===== src/rtl/vblank_update_scheduler.sv =====
// vblank_update_scheduler
//   Lets the game-state updaters (falling block, stack, score) own the shared
//   write path only while the VGA scan is in vertical blanking. Update
//   requests are sampled once, at the first blanking line. They are then
//   served one at a time, lowest index first. The block also keeps the frame
//   counter and generates the fall-rate tick for the drop logic.
//
// Ports
//   clk, rst     clock; asynchronous active-high reset
//   y            current VGA line, synchronous to clk
//   req          per-requester "update wanted this frame" level
//   done         per-requester completion pulse
//   pause        freezes fall-rate counting
//   clr_err      clears the sticky error flags
//   grant        one-hot (or zero) write-path ownership
//   busy         high while scanning or granting
//   in_vblank    registered (y >= V_ACTIVE)
//   frame_cnt    frames elapsed, wraps at 2^16
//   fall_tick    one-cycle pulse every FALL_DIV unpaused frames
//   overrun_err  sticky: a grant was cut off by active video
//   timeout_err  sticky: a grant was cut off by the timeout
module vblank_update_scheduler #(
    parameter int V_ACTIVE = 480,
    parameter int NUM_REQ  = 3,
    parameter int FALL_DIV = 30,
    parameter int TIMEOUT  = 1023
) (
    input  logic               clk,
    input  logic               rst,
    input  logic [9:0]         y,
    input  logic [NUM_REQ-1:0] req,
    input  logic [NUM_REQ-1:0] done,
    input  logic               pause,
    input  logic               clr_err,
    output logic [NUM_REQ-1:0] grant,
    output logic               busy,
    output logic               in_vblank,
    output logic [15:0]        frame_cnt,
    output logic               fall_tick,
    output logic               overrun_err,
    output logic               timeout_err
);
    localparam logic [9:0] VA = 10'(V_ACTIVE);
    localparam int FW = (FALL_DIV > 1) ? $clog2(FALL_DIV) : 1;
    localparam int TW = $clog2(TIMEOUT + 1);

    typedef enum logic [1:0] {IDLE, SCAN, GRANT} state_t;

    state_t             state, state_nxt;
    logic [NUM_REQ-1:0] pending, pending_nxt, grant_nxt, lowbit;
    logic [TW-1:0]      tcnt, tcnt_nxt;
    logic [FW-1:0]      fall_cnt;
    logic [9:0]         y_prev;
    logic               vb_start, vb_end, to_set, ov_set;

    assign vb_start = (y >= VA) && (y_prev < VA);
    assign vb_end   = (y < VA) && (y_prev >= VA);
    assign busy     = (state != IDLE);
    // Isolate the lowest set bit: that is the highest-priority pending requester.
    assign lowbit   = pending & (~pending + NUM_REQ'(1));

    always_comb begin
        state_nxt   = state;
        pending_nxt = pending;
        grant_nxt   = grant;
        tcnt_nxt    = tcnt;
        to_set      = 1'b0;
        ov_set      = 1'b0;
        if (vb_end && state != IDLE) begin
            // Active video is back. Abandon everything left in this frame.
            grant_nxt   = '0;
            pending_nxt = '0;
            state_nxt   = IDLE;
            ov_set      = |grant;
        end else begin
            case (state)
                IDLE: if (vb_start) begin
                    pending_nxt = req;
                    state_nxt   = SCAN;
                end
                SCAN: if (pending == '0) begin
                    state_nxt = IDLE;
                end else begin
                    grant_nxt   = lowbit;
                    pending_nxt = pending & ~lowbit;
                    tcnt_nxt    = '0;
                    state_nxt   = GRANT;
                end
                GRANT: if (|(done & grant)) begin
                    grant_nxt = '0;
                    state_nxt = SCAN;
                end else if (tcnt == TW'(TIMEOUT)) begin
                    grant_nxt = '0;
                    to_set    = 1'b1;
                    state_nxt = SCAN;
                end else begin
                    tcnt_nxt = tcnt + TW'(1);
                end
                default: state_nxt = IDLE;
            endcase
        end
    end

    always_ff @(posedge clk or posedge rst) begin
        if (rst) begin
            state   <= IDLE;
            pending <= '0;
            grant   <= '0;
            tcnt    <= '0;
        end else begin
            state   <= state_nxt;
            pending <= pending_nxt;
            grant   <= grant_nxt;
            tcnt    <= tcnt_nxt;
        end
    end

    always_ff @(posedge clk or posedge rst) begin
        if (rst) begin
            y_prev      <= '0;
            in_vblank   <= 1'b0;
            frame_cnt   <= '0;
            fall_cnt    <= '0;
            fall_tick   <= 1'b0;
            overrun_err <= 1'b0;
            timeout_err <= 1'b0;
        end else begin
            y_prev    <= y;
            in_vblank <= (y >= VA);
            fall_tick <= 1'b0;
            if (vb_start) begin
                frame_cnt <= frame_cnt + 16'd1;
                if (!pause) begin
                    if (fall_cnt == FW'(FALL_DIV - 1)) begin
                        fall_cnt  <= '0;
                        fall_tick <= 1'b1;
                    end else begin
                        fall_cnt <= fall_cnt + FW'(1);
                    end
                end
            end
            // A set event in the same cycle as clr_err takes precedence.
            if (ov_set)       overrun_err <= 1'b1;
            else if (clr_err) overrun_err <= 1'b0;
            if (to_set)       timeout_err <= 1'b1;
            else if (clr_err) timeout_err <= 1'b0;
        end
    end
endmodule


===== config.mk =====
export PLATFORM = sky130hd
export DESIGN_NAME = vblank_update_scheduler
export DESIGN_NICKNAME = d
export VERILOG_FILES = /design/src/rtl/vblank_update_scheduler.sv
export SDC_FILE = /design/constraint.sdc
export NUM_CORES = 1
export LEC_CHECK = 0
export ABC_AREA = 1
export BUFFER_PORTS_ARGS = -buffer_cell sky130_fd_sc_hd__buf_2
export CAP_MARGIN = 30
export CORE_MARGIN = 1
export CORE_UTILIZATION = 50
export CTS_CLUSTER_SIZE = 8
export DETAILED_ROUTE_END_ITERATION = 7
export GPL_TIMING_DRIVEN = 0
export PLACE_DENSITY = 0.69
export SYNTH_ARGS = -nofsm -noshare
export SYNTH_HDL_FRONTEND = slang
export SYNTH_SLANG_ARGS = --single-unit

===== constraint.sdc =====
create_clock -name clk -period 4.6 [get_ports clk]
set_input_delay 0.46 -clock clk [delete_from_list [all_inputs] [get_ports clk]]
set_output_delay 0.46 -clock clk [all_outputs]
set_load 0.05 [all_outputs]

==> flow_metrics.tcl <==
set metrics [dict create \
    cts_setup_buffers 0 \
    syn_to_final_growth_pct 15.2 \
    hold_path_class "in2async" \
    yosys.area.top_type "dfrtp_1" \
    io_pins 44 \
    drc 0 \
    initial_core_util 0.519 \
    port_buffers 38 \
    critical_path.max_fanout 10 \
    die_y_um 75.1 \
    antenna_found_initial 0 \
    status "completed" \
    std_cell_rows 26 \
    reg2reg_depth 9 \
    cts_sinks 48 \
    slew_headroom 0.738 \
    ant_nets 0 \
    clkSlewWorstSetupHoldPaths_ps 90 \
    placed_area_um2 2970 \
    cts_tree "built" \
    gp_congestion 0.794 \
    fin_crit_sh 0.425 \
    wire_per_inst_um 11.6 \
    synth-seq-cells 48 \
    fin_worst_skew_ps 4.89 \
    start_kind "flip-flop" \
    ctsResizeCount 0 \
    syn_nets 353 \
    fmax_ghz 0.511 \
    vias 2224 \
    drive_gt1_frac 0.210 \
    worst_slew_pin_slew_ps 390 \
    n_antenna_cell 0 \
    htree_levels 2 \
    ctsLongestPathBuffers 2 \
    grt_max_degree 38 \
    cp.arrival_ps 2140 \
    r2r_end "tcnt[0]$_DFFE_PP0P_" \
    core_area_um2 5140 \
    irDropWorstVdd_mv 0.325 \
    drt_iter0_markers 102 \
    cts_root_buf "clkbuf_8" \
    synth-seq-area-share 0.450 \
    insertion_delay_ps 300 \
    power_density_nw_per_um2 552 \
    drt_wl_total_mm 5.11 \
    hold_viol 0 \
    tns_ps 0 \
    rrSetupSlack_ps 2640 \
    grt_setup_unrepaired "false" \
    final-setup-viol-count 0 \
    pre_cts_slack_ps 2670 \
    syn_inst 325 \
    yosys-top-cells-area "dfrtp_1, nand2_1, inv_1" \
    grt_pass1_wl_mm 8.58 \
    num-fill-cells 488 \
    synth.distinct_cells 35 \
    viasPerCell 5.03 \
    hold_buffers 0 \
    grt-ovfl-total 0 \
    synth_top_area_share 0.450 \
    power_leakage_nw 1.52 \
    layout.nets 399 \
    design_area_um2 3070 \
    syn_area_per_cell_um2 8.21 \
    cap_violations 0 \
    critPathRequiredTime_ps 4780 \
    dr.pass1.iters 4 \
    min_period_ps 1960 \
    path_class "reg2reg" \
    dp_hpwl_mm 3.81 \
    ys.warnings.count 0 \
    dieWidth_um 75.1 \
    setup_slack_ps 2640 \
    end_kind "flip-flop" \
    slew_viol_final 0 \
    cts_buffers 5 \
    syn_area_um2 2670 \
    grt_pass1_vias 2003 \
    track_usage 0.198 \
    design.die.area_um2 5630 \
    r2r_start "state[0]$_DFFE_PP0P_" \
]
[cells in the final DEF (no fill, tap or decap), types with 2 or more instances in the layout]
cell      Yosys  layout
a21oi_1      12      12
buf_2         2      40
clkbuf_8      0       5
dfrtp_1      48      48
ha_1          8       8
inv_1        37      36
inv_2         1       2
nand2_1      84      84
nand2_2       4       4
nand3_1      19      19
nand3_2       3       3
nand3b_1      2       2
nand4_1      11      11
nor2_1       25      25
nor2_2        3       3
nor2_4        2       2
nor3_1       11      11
o21ai_0      14      14
o21ai_2       8       8
xnor2_1       4       4
xor2_1       12      12
[through the flow]
step / hold WS, ps / power [mW] / util / instances
floorplan: 472 / 1.23 / - / 325
global placement: 504 / 1.39 / 0.573 / 433
detailed placement: 418 / 1.40 / 0.577 / 434
CTS: 88.9 / 1.71 / 0.598 / 442
global route: 95.9 / 1.83 / 0.598 / 442
finish: 85.0 / 1.70 / 0.598 / 442
[where the power goes]
group	leakage [nW]	switching, mW	total (mW)	internal (mW)
registers	0.617	0.0990	0.617	0.518
logic	0.848	0.553	0.778	0.225
clock network	0.0552	0.139	0.301	0.162
[worst max path at each step]
stage                                   startpoint                   endpoint  slack (ps)  cells after the start
after detailed placement      state[0]$_DFFE_PP0P_        tcnt[0]$_DFFE_PP0P_        2670                      9
after floorplan           frame_cnt[0]$_DFFE_PP0P_  frame_cnt[10]$_DFFE_PP0P_        2920                      7
after CTS                     state[0]$_DFFE_PP0P_        tcnt[0]$_DFFE_PP0P_        2640                      9
final                         state[0]$_DFFE_PP0P_        tcnt[0]$_DFFE_PP0P_        2640                      9
after global placement                         rst     pending[2]$_DFFE_PP0P_        2370                      2
after global routing          state[0]$_DFFE_PP0P_        tcnt[4]$_DFFE_PP0P_        2450                      9
[per-layer routing]
metal  global-route usage  share of wire  vias to the layer above
met4               0.0566         0.0086                        0
li1                     -              -                     1143
met1                0.261           0.46                     1030
met2                0.340           0.49                       47
met3               0.0281          0.033                        4
met5                    0              0                        -
[state kept, by name, indices dropped and copies added (netlist names)]
signal	cells
timeout_err	1
pending	3
fall_cnt	5
tcnt	10
overrun_err	1
y_prev	5
grant	3
frame_cnt	16
state	2
fall_tick	1
in_vblank	1
[kinds of logic after synthesis]
| group | count (synthesis) | share of synthesized area |
|---|---|---|
| simple gates | 170 | 0.303 |
| flops | 48 | 0.450 |
| buf+inv | 43 | 0.0656 |
| compound gates | 40 | 0.0914 |
| xor+xnor | 16 | 0.0525 |
| fa+ha+maj | 8 | 0.0375 |
[Yosys cell counts (all sizes together)]
library cell  count
a21oi            13
buf               4
dfrtp            48
inv              38
or2               1
nand3b            2
xnor2             4
a22oi             1
clkinv            1
nand2            89
nand3            23
nand4            11
o21ai            23
o22ai             1
nor2             30
nor3             13
o2bb2ai           1
ha                8
nor3b             1
o21a              1
xor2             12
[layout make-up]
type | instances | area, µm² | share of cell area
Buffer | 4 | 28.8 | 0.00936
Clock buffer | 6 | 72.6 | 0.0236
Clock inverter | 2 | 35.0 | 0.0114
Inverter | 39 | 146 | 0.0476
Multi-Input combinational cell | 234 | 1290 | 0.420
Sequential cell | 48 | 1200 | 0.391
Tap cell | 70 | 87.6 | 0.0285
Timing Repair Buffer | 39 | 210 | 0.0684
[critical path, cell delays in order (launching register included)]
cell,delay (ps)
dfrtp_1,410
inv_1,110
ha_1,150
buf_2,200
clkinv_1,300
a21oi_2,290
nor2_4,110
buf_6,170
nand2_1,60
nand2_1,50
Note: power is estimated with default switching activity, not from simulation.
